$ cat config.mk
export PLATFORM = sky130hd
export DESIGN_NAME = bus_interface_unit_flat
export DESIGN_NICKNAME = d
export VERILOG_FILES = /design/src/rtl/biu_pkg.sv /design/src/rtl/bus_interface_unit_if.sv /design/src/rtl/biu_prefetch_fifo.sv /design/src/rtl/bus_interface_unit.sv /design/src/flat_wrapper.sv
export SDC_FILE = /design/constraint.sdc
export NUM_CORES = 1
export LEC_CHECK = 0
export ABC_CLOCK_PERIOD_IN_PS = 4900
export BUFFER_PORTS_ARGS = -buffer_cell sky130_fd_sc_hd__buf_2
export CORE_ASPECT_RATIO = 1.5
export CORE_MARGIN = 2
export CORE_UTILIZATION = 45
export DETAILED_ROUTE_END_ITERATION = 7
export GPL_TIMING_DRIVEN = 0
export PLACE_DENSITY_LB_ADDON = 0.08
export SYNTH_ARGS = -nofsm -noshare
export SYNTH_HDL_FRONTEND = slang
export SYNTH_SLANG_ARGS = --single-unit
$ cat constraint.sdc
create_clock -name clk -period 4.9 [get_ports clk]
set_clock_uncertainty 0.05 [all_clocks]
set_input_delay 0.49 -clock clk [delete_from_list [all_inputs] [get_ports clk]]
set_output_delay 0.49 -clock clk [all_outputs]
set_load 0.02 [all_outputs]
$ cat src/rtl/biu_pkg.sv
// Shared types for the bus interface unit: bus-cycle states and bus operation kinds.
package biu_pkg;

    typedef enum logic [2:0] {
        IDLE = 3'd0,
        T1   = 3'd1,
        T2   = 3'd2,
        T3   = 3'd3,
        TW   = 3'd4,
        T4   = 3'd5
    } biu_state_e;

    typedef enum logic [1:0] {
        OP_FETCH = 2'd0,
        OP_EU_RD = 2'd1,
        OP_EU_WR = 2'd2
    } biu_op_e;

endpackage

$ cat src/rtl/bus_interface_unit_if.sv
// EU request/ack, prefetch queue and external bus signals of the BIU.
// eu_req is held by the EU until it sees the one-cycle eu_ack pulse; q_pop consumes the head on the next edge.
interface bus_interface_unit_if #(
    parameter int DATA_W = 8,
    parameter int ADDR_W = 20
);
    logic              eu_req;
    logic              eu_we;
    logic [ADDR_W-1:0] eu_addr;
    logic [DATA_W-1:0] eu_wdata;
    logic              eu_ack;
    logic [DATA_W-1:0] eu_rdata;
    logic              q_pop;
    logic              q_valid;
    logic [DATA_W-1:0] q_data;
    logic              flush;
    logic [ADDR_W-1:0] flush_addr;
    logic [ADDR_W-1:0] Direction;
    logic              ale;
    logic              RD_WR;
    logic [DATA_W-1:0] Data_out;
    logic              Data_oe;
    logic [DATA_W-1:0] Data_in;
    logic              ready;

    modport slave (
        input  eu_req, eu_we, eu_addr, eu_wdata, q_pop, flush, flush_addr, Data_in, ready,
        output eu_ack, eu_rdata, q_valid, q_data, Direction, ale, RD_WR, Data_out, Data_oe
    );

    modport master (
        output eu_req, eu_we, eu_addr, eu_wdata, q_pop, flush, flush_addr, Data_in, ready,
        input  eu_ack, eu_rdata, q_valid, q_data, Direction, ale, RD_WR, Data_out, Data_oe
    );
endinterface

$ cat src/rtl/biu_prefetch_fifo.sv
// Circular prefetch queue; clear wins over push/pop, and a pop on an empty queue is ignored.
module biu_prefetch_fifo #(
    parameter  int DATA_W = 8,
    parameter  int QDEPTH = 4,
    localparam int CNT_W  = $clog2(QDEPTH + 1),
    localparam int PTR_W  = $clog2(QDEPTH)
) (
    input  logic              clk,
    input  logic              reset,
    input  logic              push_i,
    input  logic [DATA_W-1:0] push_data_i,
    input  logic              pop_i,
    input  logic              clear_i,
    output logic [DATA_W-1:0] head_o,
    output logic [CNT_W-1:0]  count_o
);

    logic [DATA_W-1:0] mem_q [QDEPTH];
    logic [PTR_W-1:0]  rd_q;
    logic [PTR_W-1:0]  wr_q;
    logic [CNT_W-1:0]  count_q;
    logic              do_push;
    logic              do_pop;

    function automatic logic [PTR_W-1:0] ptr_inc(input logic [PTR_W-1:0] p);
        return (p == PTR_W'(QDEPTH - 1)) ? '0 : p + PTR_W'(1);
    endfunction

    assign do_pop  = pop_i && (count_q != '0);
    assign do_push = push_i && ((count_q != CNT_W'(QDEPTH)) || do_pop);

    always_ff @(posedge clk or posedge reset) begin
        if (reset) begin
            rd_q    <= '0;
            wr_q    <= '0;
            count_q <= '0;
            for (int i = 0; i < QDEPTH; i++) mem_q[i] <= '0;
        end else if (clear_i) begin
            rd_q    <= '0;
            wr_q    <= '0;
            count_q <= '0;
        end else begin
            if (do_push) begin
                mem_q[wr_q] <= push_data_i;
                wr_q        <= ptr_inc(wr_q);
            end
            if (do_pop) rd_q <= ptr_inc(rd_q);
            case ({do_push, do_pop})
                2'b10:   count_q <= count_q + CNT_W'(1);
                2'b01:   count_q <= count_q - CNT_W'(1);
                default: count_q <= count_q;
            endcase
        end
    end

    assign head_o  = mem_q[rd_q];
    assign count_o = count_q;

endmodule

$ cat src/rtl/bus_interface_unit.sv
// 8088-style BIU: T1-T4 bus cycles with READY wait states, EU accesses prioritised over
// background instruction prefetch into a QDEPTH-entry queue.
module bus_interface_unit
    import biu_pkg::*;
#(
    parameter  int                DATA_W   = 8,
    parameter  int                ADDR_W   = 20,
    parameter  int                QDEPTH   = 4,
    parameter  logic [ADDR_W-1:0] RESET_IP = 20'hFFFF0,
    localparam int                CNT_W    = $clog2(QDEPTH + 1)
) (
    input  logic                    clk,
    input  logic                    reset,
    bus_interface_unit_if.slave     bus,
    output biu_state_e              dbg_state_o,
    output logic [CNT_W-1:0]        dbg_count_o
);

    biu_state_e        state_q;
    biu_op_e           op_q;
    logic [ADDR_W-1:0] ptr_q, ptr_d;
    logic [ADDR_W-1:0] dir_q;
    logic [DATA_W-1:0] wdata_q, cap_q, data_out_q, eu_rdata_q;
    logic              ale_q, rd_wr_q, data_oe_q, eu_ack_q, discard_q;

    logic              q_push, q_pop_eff, eu_start, fetch_start;
    logic [CNT_W-1:0]  q_count;
    logic [CNT_W:0]    cnt_nxt;
    logic [DATA_W-1:0] q_head;

    // A fetch flushed while on the bus still completes, but its byte is dropped.
    assign q_push    = (state_q == T4) && (op_q == OP_FETCH) && !discard_q && !bus.flush;
    assign q_pop_eff = bus.q_pop && (q_count != '0);
    assign cnt_nxt   = {1'b0, q_count} + {{CNT_W{1'b0}}, q_push} - {{CNT_W{1'b0}}, q_pop_eff};
    assign ptr_d     = bus.flush ? bus.flush_addr : (q_push ? ptr_q + ADDR_W'(1) : ptr_q);

    // The EU still holds eu_req during the T4 that acks it, so that request is not re-granted.
    assign eu_start    = bus.eu_req && !((state_q == T4) && (op_q != OP_FETCH));
    assign fetch_start = bus.flush || (cnt_nxt < (CNT_W + 1)'(QDEPTH));

    always_ff @(posedge clk or posedge reset) begin
        if (reset) begin
            state_q    <= IDLE;
            op_q       <= OP_FETCH;
            ptr_q      <= RESET_IP;
            dir_q      <= '0;
            wdata_q    <= '0;
            cap_q      <= '0;
            data_out_q <= '0;
            eu_rdata_q <= '0;
            ale_q      <= 1'b0;
            rd_wr_q    <= 1'b0;
            data_oe_q  <= 1'b0;
            eu_ack_q   <= 1'b0;
            discard_q  <= 1'b0;
        end else begin
            ptr_q    <= ptr_d;
            eu_ack_q <= 1'b0;
            ale_q    <= 1'b0;
            case (state_q)
                IDLE, T4: begin
                    discard_q  <= 1'b0;
                    data_oe_q  <= 1'b0;
                    data_out_q <= '0;
                    if (eu_start) begin
                        state_q <= T1;
                        op_q    <= bus.eu_we ? OP_EU_WR : OP_EU_RD;
                        wdata_q <= bus.eu_wdata;
                        dir_q   <= bus.eu_addr;
                        rd_wr_q <= bus.eu_we;
                        ale_q   <= 1'b1;
                    end else if (fetch_start) begin
                        state_q <= T1;
                        op_q    <= OP_FETCH;
                        dir_q   <= ptr_d;
                        rd_wr_q <= 1'b0;
                        ale_q   <= 1'b1;
                    end else begin
                        state_q <= IDLE;
                        dir_q   <= '0;
                        rd_wr_q <= 1'b0;
                    end
                end
                T1: begin
                    state_q <= T2;
                    if (op_q == OP_EU_WR) begin
                        data_oe_q  <= 1'b1;
                        data_out_q <= wdata_q;
                    end
                end
                T2: state_q <= T3;
                T3, TW: begin
                    if (bus.ready) begin
                        state_q <= T4;
                        cap_q   <= bus.Data_in;
                        if (op_q != OP_FETCH) eu_ack_q   <= 1'b1;
                        if (op_q == OP_EU_RD) eu_rdata_q <= bus.Data_in;
                    end else begin
                        state_q <= TW;
                    end
                end
                default: state_q <= IDLE;
            endcase
            if (bus.flush && (op_q == OP_FETCH) && (state_q inside {T1, T2, T3, TW}))
                discard_q <= 1'b1;
        end
    end

    biu_prefetch_fifo #(
        .DATA_W (DATA_W),
        .QDEPTH (QDEPTH)
    ) u_fifo (
        .clk         (clk),
        .reset       (reset),
        .push_i      (q_push),
        .push_data_i (cap_q),
        .pop_i       (bus.q_pop),
        .clear_i     (bus.flush),
        .head_o      (q_head),
        .count_o     (q_count)
    );

    assign bus.Direction = dir_q;
    assign bus.ale       = ale_q;
    assign bus.RD_WR     = rd_wr_q;
    assign bus.Data_out  = data_out_q;
    assign bus.Data_oe   = data_oe_q;
    assign bus.eu_ack    = eu_ack_q;
    assign bus.eu_rdata  = eu_rdata_q;
    assign bus.q_valid   = (q_count != '0);
    assign bus.q_data    = q_head;
    assign dbg_state_o   = state_q;
    assign dbg_count_o   = q_count;

endmodule

$ cat src/flat_wrapper.sv
// flat-port wrapper written by rule: the top's interface ports become plain ports
module bus_interface_unit_flat import biu_pkg::*;
#(
    parameter  int                DATA_W   = 8,
    parameter  int                ADDR_W   = 20,
    parameter  int                QDEPTH   = 4,
    parameter  logic [ADDR_W-1:0] RESET_IP = 20'hFFFF0,
    localparam int                CNT_W    = $clog2(QDEPTH + 1)
)
  (clk, reset, dbg_state_o, dbg_count_o, bus_eu_req, bus_eu_we, bus_eu_addr, bus_eu_wdata, bus_q_pop, bus_flush, bus_flush_addr, bus_Data_in, bus_ready, bus_eu_ack, bus_eu_rdata, bus_q_valid, bus_q_data, bus_Direction, bus_ale, bus_RD_WR, bus_Data_out, bus_Data_oe);
  bus_interface_unit_if #(.DATA_W(DATA_W), .ADDR_W(ADDR_W)) bus_i ();
  input  logic clk;
  input  logic reset;
  output biu_state_e dbg_state_o;
  output logic [CNT_W-1:0] dbg_count_o;
  input wire logic [$bits(bus_i.eu_req)-1:0] bus_eu_req;
  input wire logic [$bits(bus_i.eu_we)-1:0] bus_eu_we;
  input wire logic [$bits(bus_i.eu_addr)-1:0] bus_eu_addr;
  input wire logic [$bits(bus_i.eu_wdata)-1:0] bus_eu_wdata;
  input wire logic [$bits(bus_i.q_pop)-1:0] bus_q_pop;
  input wire logic [$bits(bus_i.flush)-1:0] bus_flush;
  input wire logic [$bits(bus_i.flush_addr)-1:0] bus_flush_addr;
  input wire logic [$bits(bus_i.Data_in)-1:0] bus_Data_in;
  input wire logic [$bits(bus_i.ready)-1:0] bus_ready;
  output wire logic [$bits(bus_i.eu_ack)-1:0] bus_eu_ack;
  output wire logic [$bits(bus_i.eu_rdata)-1:0] bus_eu_rdata;
  output wire logic [$bits(bus_i.q_valid)-1:0] bus_q_valid;
  output wire logic [$bits(bus_i.q_data)-1:0] bus_q_data;
  output wire logic [$bits(bus_i.Direction)-1:0] bus_Direction;
  output wire logic [$bits(bus_i.ale)-1:0] bus_ale;
  output wire logic [$bits(bus_i.RD_WR)-1:0] bus_RD_WR;
  output wire logic [$bits(bus_i.Data_out)-1:0] bus_Data_out;
  output wire logic [$bits(bus_i.Data_oe)-1:0] bus_Data_oe;
  assign bus_i.eu_req = bus_eu_req;
  assign bus_i.eu_we = bus_eu_we;
  assign bus_i.eu_addr = bus_eu_addr;
  assign bus_i.eu_wdata = bus_eu_wdata;
  assign bus_i.q_pop = bus_q_pop;
  assign bus_i.flush = bus_flush;
  assign bus_i.flush_addr = bus_flush_addr;
  assign bus_i.Data_in = bus_Data_in;
  assign bus_i.ready = bus_ready;
  assign bus_eu_ack = bus_i.eu_ack;
  assign bus_eu_rdata = bus_i.eu_rdata;
  assign bus_q_valid = bus_i.q_valid;
  assign bus_q_data = bus_i.q_data;
  assign bus_Direction = bus_i.Direction;
  assign bus_ale = bus_i.ale;
  assign bus_RD_WR = bus_i.RD_WR;
  assign bus_Data_out = bus_i.Data_out;
  assign bus_Data_oe = bus_i.Data_oe;
  bus_interface_unit #(.DATA_W(DATA_W), .ADDR_W(ADDR_W), .QDEPTH(QDEPTH), .RESET_IP(RESET_IP)) u_core (.clk(clk), .reset(reset), .bus(bus_i), .dbg_state_o(dbg_state_o), .dbg_count_o(dbg_count_o));
endmodule
==> results_dict.tcl <==
set metrics [dict create \
    ys.flop_type "dfrtp_1" \
    use_met2_pct 40.1 \
    power_frac_comb_pct 33.8 \
    p_clk_share_pct 30.9 \
    utilization_pct 57.7 \
    core-area_mm2 0.0125 \
    numClockSinks 121 \
    end_kind "flip-flop" \
    antenna_found_initial 0 \
    min_path_type "primary input to asynchronous set/reset pin" \
    grt_usage_pct 22.6 \
    io_buffers 117 \
    drt_wl_total_um 14500 \
    tns_ns 0 \
    grt_max_degree 78 \
    die_w_um 96.4 \
    cts_buffer_depth 2 \
    path_clk_slew_ns 0.06 \
    met3_usage_pct 4.49 \
    max_freq_mhz 252 \
    rows 50 \
    drt_pass1_iterations 5 \
    fillers 1102 \
    yosysUniqueCellTypes 60 \
    post-route-period-util_pct 80.8 \
    dieArea_mm2 0.0138 \
    path_max_fanout 10 \
    internal_power_uw 2800 \
    layout_setup_ws_ns 0.939 \
    cp-start-kind "flip-flop" \
    fin_crit_ns 3.96 \
    grt_pass1_wl_um 23600 \
    irDropWorstVdd_v 0.000426 \
    worst_pin_slew_ns 1.22 \
    cts_max_level 4 \
    p_seq_share_pct 35.3 \
    seq_area_frac_synth_pct 52.8 \
    cts_buffers 17 \
    synth-edff-count 0 \
    status "finished, final reports clean" \
    ys_seq_elements 121 \
    slew-limit-headroom_pct 18.4 \
    sw_frac_of_total_pct 35.0 \
    ctsRootBufferMaster "clkbuf_16" \
    viasPerCell 5.62 \
    pre_cts_ws_ns 0.756 \
    drive_gt1_share_pct 39.1 \
    drc 0 \
    place_hpwl_um 10500 \
    num_antenna_cells 0 \
    hold_viol_final 0 \
    ctsResizeCount 0 \
    vias 4410 \
    cp.arrival_ns 4.20 \
    power_switching_uw 1510 \
    drt_iter0_drc 230 \
    crit_type "flip-flop to flip-flop" \
    wl_per_cell_um 18.5 \
    slew_viol_final 0 \
    grt_pass1_vias 4690 \
    syn_to_final_growth_pct 25.1 \
    yosysWarnings 0 \
    dieHeight_um 143 \
    insertion_delay_ns 0.41 \
    postSynthCellCount 479 \
    boundaryPins 118 \
    synth_nets 552 \
    cts-hold-fix-buffers 0 \
    routabilityCongestion 0.856 \
    p_per_area_mw_per_mm2 597 \
    cts_tree "done" \
    async_flop_share_pct 100 \
    crit_required_ns 5.14 \
    leakagePower_uw 0.00351 \
    overflow 0 \
    drv_cap 0 \
    rsz0062_at_grt "false" \
    avgSynthCellArea_um2 12.0 \
    grt_most_used_layer "met2" \
    fin_nets 689 \
    finalSetupViolations 0 \
    post_cts_buffers 0 \
    synth.cell_area_mm2 0.00577 \
    met1_usage_pct 26.6 \
    antenna_left 0 \
    initial_utilization_pct 46.1 \
]
-- through the flow --
step                cells  area (um2)  hold WS, ns  power (uW)
global placement      752        6550        0.408        2940
finish                785        7220       0.0425        4310
floorplan             479        5770        0.419        2510
detailed placement    753        6580        0.427        2990
CTS                   785        7220       0.0528        4360
global route          785        7220       0.0728        4550
-- cell families after synthesis --
kind of cell | share of synthesized area, %
multiplexers | 14.9
AND/OR/NAND/NOR | 12.7
buffers and inverters | 2.41
AO/OA/AOI/OAI | 13.1
adder cells (fa/ha/maj) | 2.30
XOR/XNOR | 1.67
flip-flops | 52.8
-- sequential cells by signal (all words and copies together), names as in the netlist, 2 cells and up --
signal,count
u_core.op_q,2
u_core.bus.eu_rdata,8
u_core.bus.Data_out,8
u_core.u_fifo.rd_q,2
u_core.bus.Direction,20
u_core.wdata_q,8
u_core.u_fifo.mem_q,32
u_core.u_fifo.wr_q,2
u_core.u_fifo.count_o,3
u_core.cap_q,8
u_core.dbg_state_o,3
u_core.ptr_q,20
-- layer usage --
| layer | part of all wire [%] | vias to the layer above |
|---|---|---|
| met5 | 0 | - |
| met4 | 1.9 | 0 |
| met3 | 4.5 | 25 |
| met2 | 54 | 131 |
| met1 | 40 | 2191 |
| li1 | - | 2063 |
-- worst max-delay path: stages (launching register included) --
cell and delay [ns]:
dfrtp_1 0.44, clkbuf_1 0.22, and3b_1 0.30, and2_1 0.13
clkbuf_1 0.41, nand2_1 0.11, ha_1 0.23, inv_1 0.06
ha_1 0.22, nand3b_1 0.11, a21oi_1 0.11, o21ai_0 0.63
nor2_1 0.29, clkbuf_1 0.30, a21o_1 0.22
-- cell usage after synthesis (9+ instances only) --
library cell  number  area [um2]
inv_1             13        48.8
mux2_2            57         642
dfrtp_1          105        2630
or4_1              9        67.6
a21o_1            14         105
ha_1               9         113
a22o_1            24         210
nand3_1           10        50.1
clkbuf_1          15        56.3
nand2_1           36         135
a21oi_1           21         105
dfstp_2           16         420
nor2_1            25        93.8
-- layout by cell type (no fill, tap or decap), types with 3 or more instances in the layout --
| cell type | Yosys | routed |
|---|---|---|
| inv_6 | 0 | 3 |
| a21o_1 | 14 | 14 |
| dfrtp_1 | 105 | 105 |
| o21ai_0 | 8 | 8 |
| a221o_1 | 3 | 3 |
| clkbuf_1 | 15 | 15 |
| or4_1 | 9 | 9 |
| bufinv_16 | 0 | 4 |
| mux2_2 | 57 | 57 |
| a22oi_1 | 3 | 3 |
| o211ai_1 | 8 | 8 |
| nor2b_1 | 4 | 4 |
| inv_1 | 13 | 12 |
| nand2b_1 | 5 | 5 |
| nand2_1 | 36 | 36 |
| xor2_1 | 4 | 4 |
| clkinv_2 | 0 | 3 |
| mux4_2 | 8 | 8 |
| nand4_1 | 5 | 5 |
| nor3_1 | 7 | 7 |
| ha_1 | 9 | 9 |
| or3_1 | 3 | 3 |
| nor2_1 | 25 | 25 |
| buf_2 | 3 | 120 |
| a21oi_1 | 21 | 21 |
| nand4b_1 | 3 | 3 |
| mux2i_1 | 4 | 4 |
| a211o_1 | 5 | 5 |
| dfstp_2 | 16 | 16 |
| a31oi_1 | 3 | 3 |
| xnor2_1 | 7 | 7 |
| clkinv_4 | 0 | 4 |
| clkbuf_16 | 0 | 17 |
| nand3_2 | 3 | 3 |
| nand4bb_1 | 3 | 3 |
| a22o_1 | 24 | 24 |
| nand3_1 | 10 | 10 |
-- area by class of cell --
class	instances	area [um2]	area share, %
Sequential cell	121	3050	42.2
Multi-Input combinational cell	324	2580	35.8
Timing Repair Buffer	118	613	8.50
Clock buffer	18	439	6.09
Clock inverter	14	195	2.71
Tap cell	156	195	2.71
Buffer	21	90.1	1.25
Inverter	13	53.8	0.746
-- power groups by stage --
stage / clock network (uW) / logic [uW] / registers, uW
2_1_floorplan: 0 / 834 / 1680
3_3_place_gp: 0 / 1420 / 1520
3_5_place_dp: 0 / 1460 / 1530
4_1_cts: 1360 / 1470 / 1520
5_1_grt: 1400 / 1580 / 1570
6_report: 1330 / 1450 / 1520
-- path summary, 6_finish.rpt --
check                                                 from                                   to  slack, ns  cells after the start
hold / removal                                       reset   u_core.bus.eu_rdata[4]$_DFFE_PP0P_       0.04                      2
hold reg to reg             u_core.bus.Data_oe$_DFFE_PP0P_       u_core.bus.Data_oe$_DFFE_PP0P_       0.44                      1
setup reg to reg           u_core.dbg_state_o[1]$_DFF_PP0_  u_core.bus.Direction[1]$_DFFE_PP0P_       0.94                     14
min in group clk                           bus_eu_wdata[3]        u_core.wdata_q[3]$_DFFE_PP0P_       0.26                      2
setup / recovery           u_core.dbg_state_o[1]$_DFF_PP0_  u_core.bus.Direction[1]$_DFFE_PP0P_       0.94                     14
max in group asynchronous                            reset           u_core.ptr_q[15]$_DFF_PP1_       4.01                      3
Power figures use the tool's default switching activity.
